`src/rtl/hazard_ctrl.sv`:
```
// Pipeline hazard/flow control: load-use stall, redirect squash, data-memory freeze,
// debug halt/drain/resume sequencing and saturating stall/flush performance counters.
module hazard_ctrl #(
   parameter int unsigned MEM_TIMEOUT  = 255,
   parameter int unsigned DRAIN_CYCLES = 4,
   parameter int unsigned CNT_W        = 16
) (
   input  logic             clk,
   input  logic             rst,
   input  logic [4:0]       id_rs1,
   input  logic [4:0]       id_rs2,
   input  logic             id_use_rs1,
   input  logic             id_use_rs2,
   input  logic [4:0]       ex_rd,
   input  logic             ex_MemRead,
   input  logic             ex_redirect,
   input  logic             mem_req,
   input  logic             mem_ready,
   input  logic             halt_req,
   input  logic             resume_req,
   output logic             pc_stall,
   output logic             ifid_stall,
   output logic             ifid_flush,
   output logic             idex_flush,
   output logic             exmem_stall,
   output logic             memwb_bubble,
   output logic             halted,
   output logic             mem_timeout,
   output logic [CNT_W-1:0] stall_cnt,
   output logic [CNT_W-1:0] flush_cnt
);

   localparam int unsigned WAIT_W  = $clog2(MEM_TIMEOUT + 1);
   localparam int unsigned DRAIN_W = (DRAIN_CYCLES > 1) ? $clog2(DRAIN_CYCLES) : 1;

   typedef enum logic [1:0] {RUN, MEM_WAIT, DRAIN, HALTED} state_t;

   state_t             state;
   state_t             eff_state;
   logic               ret_drain;
   logic [WAIT_W-1:0]  wait_cnt;
   logic [WAIT_W-1:0]  next_wait;
   logic [DRAIN_W-1:0] drain_cnt;
   logic               freeze;
   logic               lu;
   logic               redirect_ok;

   always_comb begin
      freeze       = ~rst & mem_req & ~mem_ready & (state != HALTED);
      lu           = ex_MemRead & (ex_rd != 5'd0) &
                     ((id_use_rs1 & (id_rs1 == ex_rd)) | (id_use_rs2 & (id_rs2 == ex_rd)));
      redirect_ok  = ~rst & ~freeze & ex_redirect;
      next_wait    = (state == MEM_WAIT) ? wait_cnt + WAIT_W'(1) : WAIT_W'(1);
      // The non-freeze cycle that ends a memory wait behaves as the state it interrupted,
      // so a freeze inside DRAIN stretches the drain by exactly the freeze length.
      eff_state    = state;
      if (state == MEM_WAIT)
         eff_state = ret_drain ? DRAIN : RUN;

      pc_stall     = 1'b0;
      ifid_stall   = 1'b0;
      ifid_flush   = 1'b0;
      idex_flush   = 1'b0;
      exmem_stall  = 1'b0;
      memwb_bubble = 1'b0;
      if (!rst) begin
         if (freeze) begin
            pc_stall     = 1'b1;
            ifid_stall   = 1'b1;
            exmem_stall  = 1'b1;
            memwb_bubble = 1'b1;
         end else if (ex_redirect) begin
            ifid_flush   = 1'b1;
            idex_flush   = 1'b1;
         end else if (lu) begin
            pc_stall     = 1'b1;
            ifid_stall   = 1'b1;
            idex_flush   = 1'b1;
         end else if (eff_state == DRAIN) begin
            pc_stall     = 1'b1;
            ifid_flush   = 1'b1;
         end else if (eff_state == HALTED) begin
            pc_stall     = 1'b1;
            ifid_stall   = 1'b1;
            idex_flush   = 1'b1;
         end
      end
   end

   always_ff @(posedge clk or posedge rst) begin
      if (rst) begin
         state       <= RUN;
         ret_drain   <= 1'b0;
         wait_cnt    <= '0;
         drain_cnt   <= '0;
         halted      <= 1'b0;
         mem_timeout <= 1'b0;
         stall_cnt   <= '0;
         flush_cnt   <= '0;
      end else begin
         if (pc_stall && stall_cnt != '1)
            stall_cnt <= stall_cnt + CNT_W'(1);
         if (redirect_ok && flush_cnt != '1)
            flush_cnt <= flush_cnt + CNT_W'(1);

         if (freeze) begin
            if (next_wait >= WAIT_W'(MEM_TIMEOUT)) begin
               mem_timeout <= 1'b1;
               halted      <= 1'b1;
               state       <= HALTED;
            end else begin
               state    <= MEM_WAIT;
               wait_cnt <= next_wait;
               if (state != MEM_WAIT)
                  ret_drain <= (state == DRAIN);
            end
         end else begin
            case (eff_state)
               RUN: begin
                  state <= RUN;
                  if (halt_req) begin
                     state     <= DRAIN;
                     drain_cnt <= '0;
                  end
               end
               DRAIN: begin
                  if (drain_cnt == DRAIN_W'(DRAIN_CYCLES - 1)) begin
                     state  <= HALTED;
                     halted <= 1'b1;
                  end else begin
                     state     <= DRAIN;
                     drain_cnt <= drain_cnt + DRAIN_W'(1);
                  end
               end
               HALTED: begin
                  if (resume_req && !halt_req) begin
                     state  <= RUN;
                     halted <= 1'b0;
                  end
               end
               default: state <= RUN;
            endcase
         end
      end
   end

endmodule
```
`config.mk`:
```
export PLATFORM = sky130hd
export DESIGN_NAME = hazard_ctrl
export DESIGN_NICKNAME = d
export VERILOG_FILES = /design/src/rtl/hazard_ctrl.sv
export SDC_FILE = /design/constraint.sdc
export NUM_CORES = 1
export LEC_CHECK = 0
export ABC_CLOCK_PERIOD_IN_PS = 4650
export BUFFER_PORTS_ARGS = -buffer_cell sky130_fd_sc_hd__buf_4
export CORE_ASPECT_RATIO = 1.5
export CORE_MARGIN = 4
export CORE_UTILIZATION = 50
export CTS_CLUSTER_DIAMETER = 80
export DETAILED_ROUTE_END_ITERATION = 8
export GPL_ROUTABILITY_DRIVEN = 0
export PLACE_DENSITY = 0.73
export REMOVE_ABC_BUFFERS = 1
export SYNTH_ARGS = -nofsm -noshare
export SYNTH_HDL_FRONTEND = slang
export SYNTH_SLANG_ARGS = --single-unit
```
`constraint.sdc`:
```
create_clock -name clk -period 4.65 [get_ports clk]
set_clock_uncertainty 0.05 [all_clocks]
set_input_delay 0.465 -clock clk [delete_from_list [all_inputs] [get_ports clk]]
set_output_delay 0.465 -clock clk [all_outputs]
set_load 0.05 [all_outputs]
```
### Word-level counts from Yosys, hierarchy flattened

Cells that the tools add are included.

* logic and storage cells: 94
* register bits: 47
* input port bits: 25
* output and inout port bits: 40

* muxes and demuxes: 38
* reduce and logical (&&, ||, !) cells: 13
* $lt $le $gt $ge: 1
* eq/ne operators: 16
* bitwise gates (word level): 14
* $add $sub $neg: 4

Operators with widths (count)
* $add 16x1->16 const B: 2
* $ne 16x16->1 const B: 2
* $mux 1: 26
* $mux 2: 8
* $eq 5x5->1: 2
* $and 1x1->1: 9
* $add 8x1->8 const B: 1
* $eq 2x2->1 const B: 4
* $ge 8x8->1 const B: 1
* $mux 8: 1
* $reduce_and 4->1: 2
* $ne 2x2->1 const B: 3
* $ne 3x2->1 const B: 2
* $pmux 2 s3: 1
* $reduce_bool 5->1: 1
* $ne 2x1->1 const B: 2
* $not 1->1: 4
* $pmux 2 s2: 1
* $reduce_and 2->1: 2
* $logic_and 1x1->1: 3
* $reduce_and 3->1: 1
* $reduce_bool 3->1: 1
* $add 2x1->2 const B: 1
* $eq 2x1->1 const B: 1
* other kinds (5): 5

### Depth between registers and ports, before layout

Gate-level depths: netlist of the first run.

* depth in word-level cells: 10
* mapped depth: 9
* gate-level depth less buffers: 7

### Worst setup path before layout of the first run

Ideal clock, no wire load.

* path kind: input port to output port
* start point: in rst
* end point: out ifid_stall
* buffers on the path: 1
* arrival: 3133 ps
* stages: 5
* data required time: 4135 ps
* slack: 1002 ps
* cells stage by stage: inv_1 > nand3_1 > inv_1 > clkbuf_1 > a21o_1

* longest elaborated chain between the ends: 6

RTL lines
* from (decl): line 9 `input logic rst,`
* $not 1->1: line 49 `freeze = ~rst & mem_req & ~mem_ready & (state != HALTED);`
* $and 1x1->1 (3 in series): line 49
* $mux 1: line 67 `if (freeze) begin`
* $mux 1 (*): line 66 `if (!rst) begin`
* to (decl): line 22 `output logic ifid_stall,`

Every way passes the cells marked *; elsewhere a longest branch is shown, timed or not.

### Final worst setup path of the first run

* start point: in ex_rd[1]
* end point: out ifid_flush

* longest elaborated chain between the ends: 8
* elaborated cells between the ends (all ways): 12
* those cells by class: eq/ne: 2; mux: 4; bitwise: 5; reduce/logical: 1

RTL lines
* from (decl): line 14 `input logic [4:0] ex_rd,`
* $eq 5x5->1: line 51 `((id_use_rs1 & (id_rs1 == ex_rd)) | (id_use_rs2 & (id_rs2 == ex_rd)));`
* $and 1x1->1: line 51
* $or 1x1->1: line 51
* $and 1x1->1 (*): line 50 `lu = ex_MemRead & (ex_rd != 5'd0) &`
* $mux 1 (*): line 75 `end else if (lu) begin`
* $mux 1 (*): line 72 `end else if (ex_redirect) begin`
* $mux 1 (*): line 67
* $mux 1 (*): line 66
* to (decl): line 23 `output logic ifid_flush,`

Marked as above.

==> results of run 1 <==
[placed cells by master (no fill, tap or decap), types with 2 or more instances in the layout]
master,n
a21o_1,2
a21oi_1,7
a22o_1,3
and2_1,4
and3_1,4
and4_1,5
buf_4,65
clkbuf_8,5
dfrtp_1,47
ha_1,4
inv_1,2
mux2_2,3
nand2_1,23
nand2b_1,6
nand3_1,16
nand3b_1,2
nand4_1,8
nor2_1,10
nor3_1,11
nor3b_1,2
nor4_1,2
o211ai_1,2
o21a_1,2
o21ai_0,10
o311a_1,2
o41ai_1,2
or2_2,3
or4_1,3
xnor2_1,27
xor2_1,16
[worst max-delay path: stages]
cell	delay, ns
buf_4	0.13
or4_1	0.52
o21a_1	0.19
and2_1	0.17
or2_2	0.30
o21ai_0	0.23
buf_4	0.24
[sequential cells by signal, summed over array words and instances, names as in the netlist]
signal	flops
flush_cnt	16
stall_cnt	16
wait_cnt	8
drain_cnt	2
state	2
halted	1
mem_timeout	1
ret_drain	1
[how the worst max path moves through the flow]
stage / startpoint / endpoint
detailed placement: mem_req / stall_cnt[1]$_DFFE_PP0P_
floorplan: rst / stall_cnt[14]$_DFFE_PP0P_
global route: state[1]$_DFFE_PP0P_ / stall_cnt[1]$_DFFE_PP0P_
finish: ex_rd[1] / ifid_flush
global placement: ex_rd[1] / ifid_flush
CTS: ex_rd[1] / ifid_flush
[through the flow]
stage	hold WS (ns)	instance area (um^2)	power, mW
after detailed placement	0.432	3110	1.26
final	0.311	3230	1.56
after global placement	0.431	3110	1.25
after global routing	0.367	3230	1.64
after floorplan	0.420	2540	1.06
after CTS	0.331	3230	1.57
[routing by layer]
metal,track usage,routed length [um]
met3,0.0304,267
met5,0,0
met2,0.336,3000
met4,0.0542,59
met1,0.234,2360
[kinds of logic (layout without fill, tap and decap cells)]
family                   after synthesis  count (layout)
buffers and inverters                 12              76
adder cells (fa/ha/maj)                4               4
XOR/XNOR                              43              43
AND/OR/NAND/NOR                      105             105
multiplexers                           4               4
flip-flops                            47              47
AO/OA/AOI/OAI                         42              42
[power by group through the flow]
| stage | combinational (mW) | sequential, mW | clock, mW |
|---|---|---|---|
| detailed placement | 0.664 | 0.598 | 0 |
| global placement | 0.655 | 0.597 | 0 |
| floorplan | 0.273 | 0.783 | 0 |
| finish | 0.659 | 0.592 | 0.305 |
| CTS | 0.668 | 0.593 | 0.311 |
| global route | 0.710 | 0.608 | 0.326 |
[area by class of cell]
cell class | instances | area, um^2
fill | 408 | 1700
multi-input combinational | 198 | 1350
inverter | 3 | 11.3
tap | 66 | 82.6
clock buffer | 5 | 68.8
sequential | 47 | 1180
clock inverter | 3 | 46.3
timing repair buffer | 65 | 488
==> summary.md, run 1 <==
| Metric | Value |
|---|---|
| Post-Synth XOR/XNOR Area | `0.145` |
| TritonCTS clock tree | `yes` |
| Slew HR | `0.433` |
| Post-synthesis mux area share | `0.0169` |
| Final setup fails | `0` |
| Synth Area in Compound Gates | `0.114` |
| Seq/Total Area, Yosys | `0.454` |
| Starting density of the core | `0.526` |
| Post-synth ARST share | `1.00` |
| Worst-Skew Late Latency | `0.30 ns` |
| Row cnt | `31` |
| Cells on worst reg2reg path | `6` |
| First-pass GRT wire length | `9480 um` |
| Root buf cell | `clkbuf_8` |
| Slew Limit Fails | `0` |
| Grt ovf | `0` |
| Largest net degree at the start of global routing | `48` |
| Share of the synthesized area in the top cell type | `0.454` |
| H-tree levels | `2` |
| Pre-Repair DR Iteration Count | `4` |
| Vias/cell | `5.50` |
| Flop2flop setup slack | `about 1.9 ns` |
| Mean post-synth cell area | `slightly above 10 um^2` |
| Critical path capture point type | `output port` |
| Switching part of the total | `0.430` |
| Mapped cell area | `~2600 um^2` |
| Clk slew on worst S/H paths | `roughly 0.1 ns` |
| Initial antenna violation count | `0` |
| Part of the power in registers | `0.380` |
| Fin crit share | `0.597` |
| Worst-Margin Slew | `0.838 ns` |
| Final Core Density | `0.655` |
| Startpoint types | `input port` |
| RR Startpoint | `state[0]$_DFFE_PP0P_` |
| Fmax | `approximately 360 MHz` |
| Clock buffer depth | `2` |
| Share of cells above drive strength 1 | `0.259` |
| WL final | `about 5700 um` |
| Net switching power | `around 670 uW` |
| CP Max Fanout | `3` |
| ANT cells | `0` |
| Final ANT Viol Nets | `0` |
| # IOs | `65` |
| MaxCap Viol Count | `0` |
| Hold crit path type | `in2async` |
| Fraction of the mapped netlist area in simple logic gates | `0.227` |
| Die area | `6420 um^2` |
| Worst R2R End | `stall_cnt[1]$_DFFE_PP0P_` |
| Top-count cell post-synth | `dfrtp_1` |
| Crit Path Category | `in2out` |
| Maximum VDD drop | `~0.41 mV` |
| Power share of the combinational group | `0.424` |
| DR DRC count | `0` |
| Ys flop type | `dfrtp_1` |
| Accumulated negative setup slack | `0 ns` |
| Status | `completed` |
| Period minus WS final | `between 2 and 3 ns` |
| CP required | `slightly above 4 ns` |
| CTS buffer count | `5` |
| Cell taking the most area after synthesis | `dfrtp_1` |
| Adder-cell share of the synthesized area | `0.0193` |
| Initial drt markers | `around 130` |
| Post-synthesis cell count | `between 200 and 300` |
| Hold bufs inserted after CTS | `0` |
| Placeable core area | `4930 um^2` |
| Largest family of logic cells by synthesized area | `simple AND/OR/NAND/NOR gates` |
| Post-synth cell types | `between 50 and 60` |
| Area contributors post-synth | `dfrtp_1, xnor2_1, xor2_1, nand2_1, nand3_1` |
| Die Y-Extent | `96.1 um` |
| DP Wirelength | `~4300 um` |
| # clock sinks | `47` |
| Int Pwr | `between 800 and 900 uW` |
| Worst path arrival time | `~2.3 ns` |
| Nets | `~350` |
| Final hold violations | `0` |
| Layout Cells excl Fill | `around 390` |
| All-layer global routing usage | `0.189` |
| Clk pwr share | `0.196` |
| Power Density | `482 nW/um^2` |
| Cts repair resizes | `0` |
| Yosys reg bits | `47` |
| Leak | `between 1 and 1.5 nW` |
| Final worst-path setup slack | `1.87 ns` |
| Dpl cells | `approximately 380` |
| Post-synth EDFFs | `0` |
| Synthesis-to-layout area growth | `24.6%` |
| IO buf count | `between 60 and 70` |
| Drt wl/cell | `approximately 15 um` |
| Unrepaired setup endpoints after global routing | `no` |
| Die Wd | `approximately 67 um` |
| Synth cell count leaders | `dfrtp_1, xnor2_1, nand2_1, nand3_1, xor2_1` |
| Number of synthesis warnings | `0` |
| Setup Fix Bufs, Post-CTS | `0` |
| Vias | `2127` |
| Pre-CTS setup slack | `1.82 ns` |
| Number of global-route vias before repair | `roughly 2.0k` |
No activity file was read; power rests on OpenSTA's default activity.
==> inputs of run 2 (changes only) <==
Settings changed: ABC_CLOCK_PERIOD_IN_PS 4650 to 2500, CORE_UTILIZATION 50 to 48.
Clock period 4.65 ns to 2.5 ns, I/O delays scaled along.
==> run 2 against run 1 <==
Compared with the run above: sequential power grew 82%; die area grew 3.7%; routed wire length increased by 4.9%; sequential cell count is the same; core utilization decreased by 2.1 points; hold slack got worse by 0.22 ns; highest routed layer unchanged; register-to-register slack worse by 1.7 ns.
==> summary.md, run 2 (same netlist as run 1, synthesis figures left out) <==
| Metric | Value |
|---|---|
| Status | `completed` |
| Nets | `approximately 360` |
| Startpoint types | `register` |
| H-tree levels | `2` |
| Die Y-Extent | `97.9 um` |
| Fillers | `~470` |
| CP Max Fanout | `6` |
| Dpl cells | `391` |
| Pre-CTS setup slack | `approximately 0.064 ns` |
| Pre-Repair DR Iteration Count | `6` |
| Slew Limit Fails | `0` |
| Synthesis-to-layout area growth | `27.4%` |
| Root buf cell | `clkbuf_8` |
| Row cnt | `32` |
| Die Wd | `about 68 um` |
| ANT cells | `0` |
| IO buf count | `64` |
| Layout Cells excl Fill | `approximately 400` |
| # clock sinks | `47` |
| Critical path capture point type | `register` |
| Final worst-path setup slack | `between 0.15 and 0.2 ns` |
| Worst path arrival time | `between 2 and 2.5 ns` |
| Slew HR | `0.616` |
| Leak | `approximately 1.5 nW` |
| CP required | `2.67 ns` |
| Placeable core area | `around 5200 um^2` |
| Initial drt markers | `130` |
| Unrepaired setup endpoints after global routing | `no` |
| Final hold violations | `0` |
| Fin crit share | `0.921` |
| MaxCap Viol Count | `0` |
| Hold crit path type | `in2async` |
| Grt ovf | `0` |
| All-layer global routing usage | `0.194` |
| DP Wirelength | `between 4000 and 5000 um` |
| Largest net degree at the start of global routing | `48` |
| Period minus WS final | `2.30 ns` |
| TritonCTS clock tree | `yes` |
| Commonest non-fill, non-tap cell in the layout | `buf_4` |
| WL final | `~6000 um` |
| Fmax | `435 MHz` |
| Crit Path Category | `reg2reg` |
| First-pass GRT wire length | `just over 10000 um` |
| Vias/cell | `around 5.5` |
| Die area | `6660 um^2` |
| Initial antenna violation count | `0` |
| Accumulated negative setup slack | `0 ns` |
| Worst-Skew Late Latency | `about 0.3 ns` |
| Share of cells above drive strength 1 | `0.285` |
| # IOs | `65` |
| Maximum VDD drop | `around 0.86 mV` |
| Vias | `about 2.2k` |
| Final setup fails | `0` |
| Number of global-route vias before repair | `approximately 2.3k` |
| Drt wl/cell | `roughly 15 um` |
| Clock buffer depth | `2` |
| DR DRC count | `0` |
| Final ANT Viol Nets | `0` |
| Power Density | `slightly below 900 nW/um^2` |
| Most frequent cells in the layout | `buf_4, dfrtp_1, xnor2_1` |
| Clk slew on worst S/H paths | `0.09 ns` |
| CTS buffer count | `5` |
| Regs by FF count | `flush_cnt (16), stall_cnt (16), wait_cnt (8)` |
| Worst-Margin Slew | `between 0.5 and 0.6 ns` |
| Starting density of the core | `0.497` |
## run 2: changes by cell type in the layout (fill, tap and decap cells not counted), sizes merged
| cell | delta |
|---|---|
| buf | +10 |
| clkinv | -1 |
## run 2: cell type report
| class | count | area [um^2] | area share |
|---|---|---|---|
| Clock buffer | 5 | 68.8 | 0.0209 |
| Clock inverter | 2 | 37.5 | 0.0114 |
| Inverter | 3 | 11.3 | 0.00341 |
| Multi-Input combinational cell | 198 | 1360 | 0.411 |
| Sequential cell | 47 | 1180 | 0.357 |
| Tap cell | 68 | 85.1 | 0.0258 |
| Timing Repair Buffer | 75 | 563 | 0.171 |
## run 2: final timing paths
| path | slack (ns) | to | cells after the start | startpoint |
|---|---|---|---|---|
| worst max-delay path | 0.20 | halted$_DFFE_PP0P_ | 7 | wait_cnt[1]$_DFFE_PP0P_ |
| worst max register to register | 0.20 | halted$_DFFE_PP0P_ | 7 | wait_cnt[1]$_DFFE_PP0P_ |
| max in group asynchronous | 1.92 | stall_cnt[14]$_DFFE_PP0P_ | 3 | rst |
| worst min register to register | 0.44 | mem_timeout$_DFFE_PP0P_ | 1 | mem_timeout$_DFFE_PP0P_ |
| min in group clk | 0.18 | state[1]$_DFFE_PP0P_ | 3 | halt_req |
| worst min-delay path | 0.09 | flush_cnt[4]$_DFFE_PP0P_ | 3 | rst |
## run 2: where the power goes
part | switching [mW] | internal (mW)
combinational | 0.829 | 0.471
sequential | 0.163 | 0.917
clock | 0.256 | 0.292
total | 1.25 | 1.68
## run 2: metal layers
layer,up-vias,track usage,wire [um]
met3,9,0.0380,234
met2,44,0.341,3250
met4,0,0.0613,98
met5,-,0,0
li1,1067,-,-
met1,1088,0.228,2380
## run 2: critical path, stage by stage (launching register included)
cell and delay [ns]:
dfrtp_1 0.38, ha_1 0.23, nand3_1 0.11, xor2_1 0.16
or4_1 0.39, or4_4 0.57, buf_4 0.18, o221ai_2 0.15
## run 2: repair_timing
action | 4_1_cts | 5_1_grt
setup buffers | 0 | 0
hold buffers | 0 | 0
resized for setup | 0 | 1
setup endpoints to repair | 0 | 9
## run 2: through the flow
stage	hold slack, ns	cell area [um^2]	power [mW]	util
3_5_place_dp	0.424	3190	2.40	0.613
5_1_grt	0.146	3300	3.10	0.634
2_1_floorplan	0.367	2540	1.96	-
4_1_cts	0.107	3290	2.95	0.633
3_3_place_gp	0.425	3190	2.37	0.613
6_report	0.0897	3300	2.93	0.634
